<file path="config.mk">
export PLATFORM = sky130hd
export DESIGN_NAME = fifo_uart_tx
export DESIGN_NICKNAME = d
export VERILOG_FILES = /design/src/rtl/fifo_uart_tx.sv
export SDC_FILE = /design/constraint.sdc
export NUM_CORES = 1
export LEC_CHECK = 0
export BUFFER_PORTS_ARGS = -buffer_cell sky130_fd_sc_hd__buf_2
export CELL_PAD_IN_SITES_DETAIL_PLACEMENT = 1
export CELL_PAD_IN_SITES_GLOBAL_PLACEMENT = 2
export CORE_MARGIN = 4
export CORE_UTILIZATION = 40
export CTS_BUF_LIST = sky130_fd_sc_hd__clkbuf_8 sky130_fd_sc_hd__clkbuf_16
export CTS_CLUSTER_DIAMETER = 50
export DETAILED_ROUTE_END_ITERATION = 10
export GPL_TIMING_DRIVEN = 0
export PLACE_DENSITY = 0.85
export SYNTH_ARGS = -nofsm -noshare
export SYNTH_HDL_FRONTEND = slang
export SYNTH_SLANG_ARGS = --single-unit
export TNS_END_PERCENT = 5
</file>
<file path="constraint.sdc">
create_clock -name clock_i -period 3 [get_ports clock_i]
set_input_delay 0.15 -clock clock_i [delete_from_list [all_inputs] [get_ports clock_i]]
set_output_delay 0.15 -clock clock_i [all_outputs]
set_load 0.1 [all_outputs]
</file>
<file path="src/rtl/fifo_uart_tx.sv">
// Drain stage for the byte FIFO: pops one word per frame from a first-word-fall-through FIFO
// and serialises it as a UART frame (start, LSB-first data, optional parity, stop bits).
module fifo_uart_tx #(
  parameter int DATA_WIDTH   = 8,
  parameter int CLKS_PER_BIT = 234,
  parameter int PARITY       = 0,
  parameter int STOP_BITS    = 1
) (
  input  logic                  clock_i,
  input  logic                  reset_ni,
  input  logic                  enable_i,
  input  logic                  fifo_empty_i,
  input  logic [DATA_WIDTH-1:0] fifo_data_i,
  output logic                  fifo_read_en_o,
  output logic                  tx_o,
  output logic                  busy_o,
  output logic                  frame_done_o
);

  localparam int CNT_W = (CLKS_PER_BIT > 1) ? $clog2(CLKS_PER_BIT) : 1;
  localparam int IDX_W = (DATA_WIDTH > 2) ? $clog2(DATA_WIDTH) : 1;
  localparam logic [CNT_W-1:0] CNT_LAST  = CNT_W'(CLKS_PER_BIT - 1);
  localparam logic [IDX_W-1:0] DATA_LAST = IDX_W'(DATA_WIDTH - 1);
  localparam logic [IDX_W-1:0] STOP_LAST = IDX_W'(STOP_BITS - 1);
  localparam bit               HAS_PARITY = (PARITY != 0);

  typedef enum logic [2:0] {
    S_IDLE,
    S_START,
    S_DATA,
    S_PARITY,
    S_STOP
  } state_e;

  state_e                  state_q, state_d;
  logic [CNT_W-1:0]        cnt_q, cnt_d;
  logic [IDX_W-1:0]        idx_q, idx_d;
  logic [DATA_WIDTH-1:0]   shift_q, shift_d;
  logic                    parity_q, parity_d;
  logic                    tx_q, tx_d;
  logic                    rd_en_q, rd_en_d;
  logic                    bit_end;

  assign bit_end = (cnt_q == CNT_LAST);

  always_ff @(posedge clock_i or negedge reset_ni) begin
    if (!reset_ni) begin
      state_q  <= S_IDLE;
      cnt_q    <= '0;
      idx_q    <= '0;
      shift_q  <= '0;
      parity_q <= 1'b0;
      tx_q     <= 1'b1;
      rd_en_q  <= 1'b0;
    end else begin
      state_q  <= state_d;
      cnt_q    <= cnt_d;
      idx_q    <= idx_d;
      shift_q  <= shift_d;
      parity_q <= parity_d;
      tx_q     <= tx_d;
      rd_en_q  <= rd_en_d;
    end
  end

  // tx is registered from the next-state decision, so the line changes on the same edge as the state.
  always_comb begin
    state_d  = state_q;
    cnt_d    = cnt_q;
    idx_d    = idx_q;
    shift_d  = shift_q;
    parity_d = parity_q;
    tx_d     = tx_q;
    rd_en_d  = 1'b0;

    if (state_q != S_IDLE) begin
      cnt_d = bit_end ? '0 : cnt_q + 1'b1;
    end

    case (state_q)
      S_IDLE: begin
        tx_d  = 1'b1;
        cnt_d = '0;
        idx_d = '0;
        if (enable_i && !fifo_empty_i) begin
          shift_d  = fifo_data_i;
          parity_d = (PARITY == 1) ? ~^fifo_data_i : ^fifo_data_i;
          rd_en_d  = 1'b1;
          tx_d     = 1'b0;
          state_d  = S_START;
        end
      end

      S_START: begin
        if (bit_end) begin
          state_d = S_DATA;
          idx_d   = '0;
          tx_d    = shift_q[0];
        end
      end

      S_DATA: begin
        if (bit_end) begin
          if (idx_q == DATA_LAST) begin
            idx_d = '0;
            if (HAS_PARITY) begin
              state_d = S_PARITY;
              tx_d    = parity_q;
            end else begin
              state_d = S_STOP;
              tx_d    = 1'b1;
            end
          end else begin
            idx_d   = idx_q + 1'b1;
            shift_d = shift_q >> 1;
            tx_d    = shift_d[0];
          end
        end
      end

      S_PARITY: begin
        if (bit_end) begin
          state_d = S_STOP;
          idx_d   = '0;
          tx_d    = 1'b1;
        end
      end

      S_STOP: begin
        tx_d = 1'b1;
        if (bit_end) begin
          if (idx_q == STOP_LAST) begin
            state_d = S_IDLE;
            idx_d   = '0;
          end else begin
            idx_d = idx_q + 1'b1;
          end
        end
      end

      default: begin
        state_d = S_IDLE;
        cnt_d   = '0;
        idx_d   = '0;
        tx_d    = 1'b1;
      end
    endcase
  end

  assign fifo_read_en_o = rd_en_q;
  assign tx_o           = tx_q;
  assign busy_o         = (state_q != S_IDLE);
  assign frame_done_o   = (state_q == S_STOP) && bit_end && (idx_q == STOP_LAST);

endmodule

</file>
# == Word level (Yosys, flattened, before mapping) ==
# Index checks and enable logic that the tools add are counted.
# word_totals
regBits,24
word_cells,67
out_inout_bits,4
inputBits,12
# op_classes
n_eq_ne,16
reduce_logical,14
n_addsub,2
mux,29
# op_table
cell,count
$mux W8,6
$mux W3,12
$ne A2 B2 Y1 const B,8
$pmux W8 S2,1
$pmux W3 S5,1
$pmux W3 S3,1
$add A8 B1 Y8 const B,1
$eq A8 B8 Y1 const B,1
$mux W1,7
$reduce_and A7 Y1,1
$eq A3 B2 Y1 const B,2
$eq A3 B3 Y1 const B,2
$logic_not A3 Y1,2
$reduce_and A3 Y1,2
$ne A2 B1 Y1 const B,2
$pmux W1 S4,1
$reduce_and A4 Y1,1
$reduce_or A4 Y1,1
$add A3 B1 Y3 const B,1
$eq A3 B1 Y1 const B,1
$logic_and A1 B1 Y1,3
$reduce_bool A3 Y1,1
$reduce_bool A2 Y1,1
$reduce_or A2 Y1,1
$logic_not A1 Y1,1

# == Longest topological paths before layout ==
# Gate-level depths: netlist of the first run.
# logic_depth
ltp_word,4
depth_mapped,8
mapped_depth_nobuf,6

# == Worst setup path before layout of the first run ==
# OpenSTA, ideal clock, no wires.
# synth_path
kind,reg-to-output
start,register cnt_q[1]
end,output port frame_done_o
path_buffers,1
stages_incl_launch_ff,7
slack_ps,548
t_arrival_ps,2302
required_ps,2850
path_cell_list,dfrtp_1 inv_1 ha_1 nand3b_1 or2_1 buf_6 nor2_1
# synth_via
elab_chain_cells,3
# synth_rtl
element,line,source
from (decl),36,"logic [CNT_W-1:0] cnt_q, cnt_d;"
from (signal assigned),57,cnt_q <= cnt_d;
$eq A8 B8 Y1,44,assign bit_end = (cnt_q == CNT_LAST);
$logic_and A1 B1 Y1 (2 in a row),153,assign frame_done_o = (state_q == S_STOP) && bit_end && (idx_q == STOP_LAST);
to (decl),17,output logic frame_done_o
# Every way passes these cells.

# == Worst setup path after layout of the first run ==
# layout_path
start,register cnt_q[1]
end,register shift_q[0]
# layout_via
elab_chain_cells,3
# layout_rtl
element,line,source
$eq A8 B8 Y1,44,
$ne A2 B2 Y1 (no source line),-,
$reduce_and A4 Y1 (no source line),-,
to (signal assigned),59,shift_q <= shift_d;
to (decl),38,"logic [DATA_WIDTH-1:0] shift_q, shift_d;"
# Every way passes these cells.
# A chain may end at the register's enable or synchronous reset.

==> flow_metrics.env, run 1 <==
export IMPL_outcome="complete, no violations"
export IMPL_wire_per_inst_um=15.6
export IMPL_critPathSlowestCell="a2111o_1"
export IMPL_cts_hold_fix_buffers=1
export IMPL_crit_path_end_kind="register"
export IMPL_grt_start_max_net_pins=25
export IMPL_cts_setup_buffers=0
export IMPL_synth_ff_type="dfrtp_1"
export IMPL_clkLatencyLatePin_ps=260
export IMPL_synthTopCellsByCount="dfrtp_1 (23), nor2_1 (11), a21oi_1 (8), mux2_2 (8)"
export IMPL_clkSinkCount=24
export IMPL_power_uw=990
export IMPL_postSynthAreaPerCell_um2=11.0
export IMPL_yosysWarnings=0
export IMPL_ir_drop_mv=0.403
export IMPL_htreeDepth=1
export IMPL_hold_violations=0
export IMPL_cts_root_buf="clkbuf_8"
export IMPL_cts_made_buffers=3
export IMPL_synth_area_mm2=0.00136
export IMPL_drcViolationCount=0
export IMPL_finalSetupTns_ps=0
export IMPL_synth_top_area_cell="dfrtp_1"
export IMPL_fillers=376
export IMPL_die_h_um=66.2
export IMPL_rows=20
export IMPL_max_cap_viol_count=0
export IMPL_drt_pass1_iter_count=3
export IMPL_synth_top_area_share_pct=42.5
export IMPL_io_buffers=15
export IMPL_fin_crit_ps=2140
export IMPL_core_mm2=0.00315
export IMPL_maxSlewViolCount=0
export IMPL_setup_viol=0
export IMPL_synth_cell_types=39
export IMPL_dp_hpwl_um=2170
export IMPL_p_per_area_mw_per_mm2=639
export IMPL_grt_total_usage_pct=15.3
export IMPL_cp_start_kind="register"
export IMPL_multiInputGateArea_um2=696
export IMPL_dr_total_vias=977
export IMPL_diodes=0
export IMPL_area_delta_synth_final_pct=14.4
export IMPL_path_cells="inv_1 -> ha_1 -> nand3b_1 -> or2_1 -> buf_6 -> a2111o_1 -> buf_6 -> mux2_4"
export IMPL_fin_skew_ps=2.53
export IMPL_clk_path_buf_depth=2
export IMPL_cts_resized=0
export IMPL_syn_num_nets=140
export IMPL_ys_ff_latch=24
export IMPL_max_stage_delay_ps=420
export IMPL_post_route_period_util_pct=71.5
export IMPL_layout_drive_gt1_share_pct=30.1
export IMPL_rsz0062_at_grt="no"
export IMPL_crit_top_cell="buf_6"
export IMPL_ys_seq_area_share_pct=44.4
export IMPL_dieArea_mm2=0.00438
export IMPL_drt_wl_total_um=2920
export IMPL_cp_required_ps=3160
export IMPL_synth_most_common_cell="dfrtp_1"
export IMPL_hold_class="in -> reg"
export IMPL_critPathTopFamily="compound AO/OA/AOI/OAI gates"
export IMPL_ant_nets=0
export IMPL_grt_first_pass_wirelength_um=5130
export IMPL_drtIter0Drc=40
export IMPL_cp_num_buf_inv=3
export IMPL_critPathMaxFanout=8
export IMPL_slew_headroom_pct=53.4
export IMPL_regArea_um2=602
export IMPL_grt_pass1_vias=1071
export IMPL_via_per_inst=5.22
export IMPL_leakage_nw=0.727
export IMPL_floorplan_die_width_um=66.2
export IMPL_cts_tree="built"
export IMPL_critPathKind="reg -> reg"
export IMPL_tightestPinTransition_ps=696
export IMPL_cp_arrival_ps=2300
export IMPL_synthCells=123
export IMPL_synth_edf_count=0
export IMPL_gr_total_overflow=0
export IMPL_antenna_found_initial=0
export IMPL_place_congestion=0.725
export IMPL_synthTopCellsByArea="dfrtp_1 (42%), mux2_4 (7.8%), mux2_2 (6.6%)"
export IMPL_async_flop_share_pct=100
export IMPL_layout_nets=161
export IMPL_fmax_ghz=0.466
export IMPL_initial_utilization_pct=43.0
export IMPL_io_pin_count=16
export IMPL_path_clk_slew_ps=90
[registers in the layout (all words and copies together), names as in the netlist]
name,flops
cnt_q,8
tx_o,1
fifo_read_en_o,1
shift_q,8
state_q,3
idx_q,3
[kinds of logic after synthesis]
family	after synthesis	synth area share, %
buffers and inverters	11	4.25
flip-flops	24	44.4
multiplexers	15	14.4
adder cells (fa/ha/maj)	5	4.62
AO/OA/AOI/OAI	25	12.8
AND/OR/NAND/NOR	37	15.6
XOR/XNOR	6	3.88
[placed cells by master, fill, tap and decap left out, drive strengths merged, types with 2 or more instances in the layout]
cell type  count
o21ai          4
nand3b         2
or3            2
a21oi          8
inv            6
nand2b         2
o2111ai        2
mux2          15
or2            3
nor2          11
nand2          7
clkbuf         7
dfrtp         23
xnor2          3
o211ai         2
xor2           3
ha             5
buf           17
nand3          3
[metal layers]
metal	part of all wire, %	vias up	track usage [%]
li1	-	477	-
met1	46	485	19.9
met2	50	11	26.6
met3	2.7	4	1.87
met4	0.92	0	3.81
met5	0	-	0
[where the power goes]
part / switching, mW / total [mW] / internal, mW
logic: 0.174 / 0.303 / 0.129
registers: 0.0630 / 0.464 / 0.401
clock network: 0.106 / 0.223 / 0.117
[worst paths after layout]
| kind | start | endpoint | slack [ps] | cells past startpoint |
|---|---|---|---|---|
| min in group asynchronous | reset_ni | idx_q[0]$_DFFE_PN0P_ | 400 | 2 |
| min | fifo_data_i[7] | shift_q[7]$_DFFE_PN0P_ | 110 | 2 |
| max in group asynchronous | reset_ni | tx_o$_DFFE_PN1P_ | 2230 | 2 |
| max | cnt_q[1]$_DFFE_PN0P_ | shift_q[0]$_DFFE_PN0P_ | 860 | 8 |
| max reg2reg | cnt_q[1]$_DFFE_PN0P_ | shift_q[0]$_DFFE_PN0P_ | 860 | 8 |
| min reg2reg | cnt_q[0]$_DFFE_PN0P_ | cnt_q[0]$_DFFE_PN0P_ | 500 | 1 |
[per-stage QoR]
stage,instances,setup WS [ps],utilization (%),hold slack (ps),instance area (µm²)
CTS,187,837,49.2,107,1550
detailed placement,182,858,47.1,175,1490
finish,187,856,49.2,108,1550
global route,187,720,49.2,119,1550
global placement,182,903,47.1,181,1490
floorplan,123,548,-,-146,1360
[area by class of cell]
| cell class | instances | area share [%] |
|---|---|---|
| multi-input cells | 88 | 44.9 |
| flip-flops and latches | 24 | 38.8 |
| repair buffers | 16 | 5.49 |
| clock buffers | 4 | 3.55 |
| well taps | 44 | 3.55 |
| plain buffers | 5 | 2.26 |
| inverters | 6 | 1.45 |
(Power assumes the default switching activity.)
==> run 2, diff against run 1 <==
- ABC_AREA: not set -> 1
- CORE_UTILIZATION: 40 -> 33
- PLACE_DENSITY: 0.85 -> 0.8
- clock period: 3 -> 2 ns (I/O delays scaled with it)
==> run 2 against run 1 <==
Against the previous run: cell area up 3.9%; via count is 21% higher; critical path depth is 1 lower; cell count increased by 33%; setup slack got worse by 700 ps; clock-buffer cell count is the same; core utilization is 9.2 points lower; critical endpoint is now frame_done_o; highest routed layer unchanged.
==> flow_metrics.env, run 2 <==
export IMPL_setup_viol=0
export IMPL_synthTopCellsByArea="dfrtp_1 (41%), nand2_1 (16%), nand3_1 (5.0%)"
export IMPL_area_delta_synth_final_pct=15.5
export IMPL_drtIter0Drc=24
export IMPL_p_per_area_mw_per_mm2=531
export IMPL_layout_nets=217
export IMPL_syn_num_nets=196
export IMPL_cts_made_buffers=3
export IMPL_layout_commonest_cell="nand2_1"
export IMPL_cts_setup_buffers=0
export IMPL_via_per_inst=4.75
export IMPL_slew_headroom_pct=62.6
export IMPL_cts_root_buf="clkbuf_8"
export IMPL_yosysWarnings=0
export IMPL_dp_hpwl_um=2480
export IMPL_synth_most_common_cell="nand2_1"
export IMPL_top_regs="cnt_q (8), shift_q (8)"
export IMPL_wire_per_inst_um=13.0
export IMPL_io_buffers=15
export IMPL_clk_path_buf_depth=2
export IMPL_leakage_nw=0.882
export IMPL_diodes=0
export IMPL_htreeDepth=1
export IMPL_rsz0062_at_grt="no"
export IMPL_synth_ff_type="dfrtp_1"
export IMPL_fmax_ghz=0.542
export IMPL_synthCells=179
export IMPL_drt_pass1_iter_count=4
export IMPL_async_flop_share_pct=100
export IMPL_postSynthAreaPerCell_um2=7.79
export IMPL_cts_tree="built"
export IMPL_layout_drive_gt1_share_pct=23.1
export IMPL_path_clk_slew_ps=90
export IMPL_tightestPinTransition_ps=562
export IMPL_clkSinkCount=24
export IMPL_grt_pass1_vias=1261
export IMPL_grt_start_max_net_pins=25
export IMPL_critPathMaxFanout=7
export IMPL_maxSlewViolCount=0
export IMPL_dieArea_mm2=0.00533
export IMPL_antenna_found_initial=0
export IMPL_clkLatencyLatePin_ps=270
export IMPL_synth_edf_count=0
export IMPL_ir_drop_mv=0.198
export IMPL_synthTopCellsByCount="nand2_1 (61), dfrtp_1 (23), inv_1 (18), nor2_1 (17), nand3_1 (14)"
export IMPL_grt_first_pass_wirelength_um=5920
export IMPL_grt_total_usage_pct=14.1
export IMPL_synth_top_area_share_pct=41.3
export IMPL_fin_crit_ps=1840
export IMPL_layout_common_cells="nand2_1 (61), dfrtp_1 (23), inv_1 (18)"
export IMPL_post_route_period_util_pct=92.2
export IMPL_ys_ff_latch=24
export IMPL_place_congestion=0.817
export IMPL_finalSetupTns_ps=0
export IMPL_synth_cell_types=27
export IMPL_core_mm2=0.00403
export IMPL_initial_utilization_pct=34.6
export IMPL_place_area_mm2=0.00154
export IMPL_cp_arrival_ps=1740
export IMPL_io_pin_count=16
export IMPL_dr_total_vias=1183
export IMPL_outcome="complete, no violations"
export IMPL_gr_total_overflow=0
export IMPL_critPathKind="reg -> out"
export IMPL_max_cap_viol_count=0
export IMPL_hold_class="in -> reg"
export IMPL_dp_cells=244
export IMPL_crit_path_end_kind="primary output"
export IMPL_rows=23
export IMPL_drcViolationCount=0
export IMPL_synth_area_mm2=0.00139
export IMPL_fillers=527
export IMPL_drt_wl_total_um=3240
export IMPL_cp_start_kind="register"
export IMPL_hold_violations=0
export IMPL_die_h_um=73.0
export IMPL_fin_cells=249
export IMPL_synth_top_area_cell="dfrtp_1"
export IMPL_ys_seq_area_share_pct=43.2
export IMPL_stdcell_area_mm2=0.00161
export IMPL_ant_nets=0
export IMPL_fin_skew_ps=1.14
export IMPL_cp_required_ps=1900
export IMPL_floorplan_die_width_um=73.0
-- run 2: cell type report --
class                      count  area, µm²  area share, %
tap                           50       62.6           3.89
clock buffer                   4       55.1           3.42
inverter                      21       78.8           4.90
multi-input combinational    131        691           42.9
timing repair buffer          16       87.6           5.44
sequential                    24        602           37.4
buffer                         3       33.8           2.10
-- run 2: worst max-delay path: stages (launching register included) --
cell and delay (ps):
dfrtp_1 410, inv_1 60, ha_1 130, inv_1 50
nor2_2 100, nand3_2 200, nor3_4 170, clkbuf_4 350
-- run 2: worst paths after layout --
check	start	to	slack [ps]	cells after the start
setup / recovery	cnt_q[1]$_DFFE_PN0P_	frame_done_o	160	7
hold / removal	fifo_empty_i	fifo_read_en_o$_DFF_PN0_	90	4
setup reg to reg	cnt_q[1]$_DFFE_PN0P_	state_q[1]$_DFFE_PN0P_	370	9
hold reg to reg	shift_q[6]$_DFFE_PN0P_	shift_q[6]$_DFFE_PN0P_	490	2
max in group asynchronous	reset_ni	cnt_q[0]$_DFFE_PN0P_	1280	2
min in group asynchronous	reset_ni	state_q[2]$_DFFE_PN0P_	350	2
-- run 2: metal layers --
metal,up-vias,track usage [%],wire length (µm)
met4,0,3.69,35
li1,600,-,-
met3,4,2.20,109
met2,20,23.2,1530
met1,559,19.3,1570
met5,-,0,0
-- run 2: timing repair --
action / in CTS / in global routing
endpoints found under the hold margin: 23 / 0
hold buffers: 1 / 0
setup endpoints to repair: 0 / 1
gates resized for setup: 0 / 1
-- run 2: logic make-up (layout without fill, tap and decap cells) --
kind of cell / count (synthesis) / count (layout) / share of synthesized area, %
and+or+nand+nor: 111 / 111 / 36.8
DFF: 24 / 24 / 43.2
buffers and inverters: 24 / 44 / 8.08
AOI/OAI and AO/OA: 14 / 14 / 6.82
adders and majority gates: 5 / 5 / 4.49
xor gates and xnor gates: 1 / 1 / 0.628
-- run 2: stage by stage --
| stage | worst slack [ps] | hold WS [ps] | util, % | total power, mW |
|---|---|---|---|---|
| 4_1_cts | 27.6 | 95.8 | 39.9 | 0.868 |
| 3_5_place_dp | 337 | 134 | 38.3 | 0.525 |
| 2_1_floorplan | 264 | -196 | - | 0.503 |
| 5_1_grt | 4.05 | 116 | 40.0 | 0.894 |
| 6_report | 157 | 93.0 | 40.0 | 0.855 |
| 3_3_place_gp | 352 | 123 | 38.3 | 0.524 |
-- run 2: report_power, final --
| part | leakage [nW] | total (mW) | internal (mW) | switching [mW] |
|---|---|---|---|---|
| clock network | 0.0288 | 0.340 | 0.176 | 0.164 |
| registers | 0.312 | 0.485 | 0.485 | 0 |
| logic | 0.541 | 0.0302 | 0.0129 | 0.0173 |
| total | 0.882 | 0.855 | 0.674 | 0.181 |
==> run 3, diff against run 2 <==
- ABC_AREA: 1 -> 0
- CORE_UTILIZATION: 33 -> 37
- RECOVER_POWER: not set -> 50
==> run 3 against run 2 <==
Against the previous run: power rose by 76%; critical path depth down 1; sequential power is 43% higher; combinational power grew to 17 times the previous value; first-iteration DRC count grew 79%; flip-flop and latch count stayed put; worst hold slack worse by 29 ps; clock-buffer cell count shrank 1; clock power fell by 15%; via count shrank 14%; maximum frequency is 7.2% lower; core utilization up 7.7 points; largest cell class unchanged; largest power group unchanged; highest routed layer unchanged.
==> flow_metrics.env, run 3 (synthesized netlist as in run 1, its figures left out) <==
export IMPL_clkLatencyLatePin_ps=270
export IMPL_grt_total_usage_pct=14.1
export IMPL_clkSinkCount=24
export IMPL_holdWs_ps=63.9
export IMPL_cp_required_ps=2200
export IMPL_dr_total_vias=1013
export IMPL_outcome="complete, no violations"
export IMPL_ant_nets=0
export IMPL_io_pin_count=16
export IMPL_core_mm2=0.00344
export IMPL_p_per_area_mw_per_mm2=920
export IMPL_place_congestion=0.740
export IMPL_die_h_um=68.5
export IMPL_cp_start_kind="register"
export IMPL_setup_viol=0
export IMPL_grt_start_max_net_pins=25
export IMPL_post_route_period_util_pct=99.3
export IMPL_crit_path_end_kind="register"
export IMPL_p_sw_uw=523
export IMPL_antenna_found_initial=0
export IMPL_rows=21
export IMPL_io_buffers=15
export IMPL_regArea_um2=602
export IMPL_fillers=392
export IMPL_multiInputGateArea_um2=728
export IMPL_hold_class="in -> reg"
export IMPL_initial_utilization_pct=39.4
export IMPL_critPathKind="reg -> reg"
export IMPL_pwr_share_comb_pct=34.8
export IMPL_cp_arrival_ps=2190
export IMPL_fin_crit_ps=1990
export IMPL_grt_first_pass_wirelength_um=4900
export IMPL_grt_pass1_vias=1073
export IMPL_slew_headroom_pct=8.78
export IMPL_dieArea_mm2=0.00469
export IMPL_layout_common_cells="dfrtp_1 (23), buf_2 (13), buf_4 (11)"
export IMPL_rsz0062_at_grt="yes"
export IMPL_top_regs="cnt_q (8), shift_q (8)"
export IMPL_clk_path_buf_depth=2
export IMPL_cts_root_buf="clkbuf_8"
export IMPL_drcViolationCount=0
export IMPL_ir_drop_mv=0.476
export IMPL_via_per_inst=5.12
export IMPL_cts_tree="built"
export IMPL_p_seq_share_pct=46.0
export IMPL_netSwitchingFraction_pct=34.7
export IMPL_drt_wl_total_um=2940
export IMPL_layout_nets=170
export IMPL_path_clk_slew_ps=90
export IMPL_max_cap_viol_count=0
export IMPL_critPathMaxFanout=4
export IMPL_wire_per_inst_um=14.9
export IMPL_hold_violations=0
export IMPL_leakage_nw=0.763
export IMPL_diodes=0
export IMPL_finalSetupTns_ps=0
export IMPL_area_delta_synth_final_pct=21.1
export IMPL_tightestPinTransition_ps=1370
export IMPL_fin_skew_ps=4.82
export IMPL_dp_hpwl_um=2120
export IMPL_p_int_uw=986
export IMPL_drtIter0Drc=43
export IMPL_maxSlewViolCount=0
export IMPL_htreeDepth=1
export IMPL_power_mw=1.51
export IMPL_layout_commonest_cell="dfrtp_1"
export IMPL_clkPwrFrac_pct=19.2
export IMPL_fmax_ghz=0.503
export IMPL_gr_total_overflow=0
export IMPL_layout_drive_gt1_share_pct=37.5
export IMPL_floorplan_die_width_um=68.5
export IMPL_cts_made_buffers=3
export IMPL_drt_pass1_iter_count=2
## run 3: cell count changes in the layout (fill, tap and decap cells not counted), sizes merged, moves of 3 or more
cell   delta
or2       +3
nand2    -61
mux2     +15
inv      -14
nor3      -3
nor2     -10
xor2      +3
o21ai     -4
nand3    -12
a21oi     +3
buf       +8
## run 3: critical path: stages (launching register included)
cell and delay [ps]:
dfrtp_1 390, ha_2 210, ha_4 170, or3b_2 470
o31a_1 130, or4_1 420, a21oi_2 130
## run 3: power groups by stage
stage / Combinational, mW / Sequential (mW) / Clock, mW
2_1_floorplan: 0.288 / 0.768 / 0
3_3_place_gp: 0.439 / 0.697 / 0
3_5_place_dp: 0.455 / 0.708 / 0
4_1_cts: 0.482 / 0.696 / 0.298
5_1_grt: 0.574 / 0.711 / 0.320
6_report: 0.526 / 0.694 / 0.290
## run 3: layer usage
layer	GRT usage [%]	vias to the layer above	share of wire (%)
li1	-	499	-
met1	18.1	499	47
met3	2.76	2	2.7
met5	0	-	0
met2	23.8	13	49
met4	4.47	0	0.54
## run 3: per-stage QoR
step	setup WS (ps)	util [%]	cell area [µm²]	std cells
2_1_floorplan	-73.7	-	1360	123
3_3_place_gp	-91.4	43.3	1490	184
3_5_place_dp	-150	43.3	1490	184
4_1_cts	-51.0	46.3	1590	194
5_1_grt	-63.8	47.7	1640	198
6_report	13.5	47.7	1640	198
## run 3: area by class of cell
cell class | instances | share of cell area, %
clock inverter | 1 | 0.229
buffer | 4 | 1.45
clock buffer | 3 | 2.52
tap | 46 | 3.51
inverter | 6 | 1.37
multi-input combinational | 88 | 44.4
sequential | 24 | 36.7
timing repair buffer | 26 | 9.84
## run 3: final timing paths
check | startpoint | endpoint | slack, ps | cells after the start
max | idx_q[0]$_DFFE_PN0P_ | idx_q[0]$_DFFE_PN0P_ | 10 | 6
min in group asynchronous | reset_ni | idx_q[0]$_DFFE_PN0P_ | 670 | 2
max reg2reg | idx_q[0]$_DFFE_PN0P_ | idx_q[0]$_DFFE_PN0P_ | 10 | 6
min reg2reg | shift_q[4]$_DFFE_PN0P_ | shift_q[4]$_DFFE_PN0P_ | 510 | 1
max in group asynchronous | reset_ni | shift_q[2]$_DFFE_PN0P_ | 530 | 2
min | fifo_data_i[7] | shift_q[7]$_DFFE_PN0P_ | 60 | 2
## run 3: what timing repair did
action | 4_1_cts | 5_1_grt
setup endpoints to repair | 10 | 10
endpoints found under the hold margin | 23 | 0
hold buffers | 1 | 0
resized for setup | 4 | 5
pin swaps | 2 | 3
buffers inserted | 5 | 5
cloned | 0 | 0
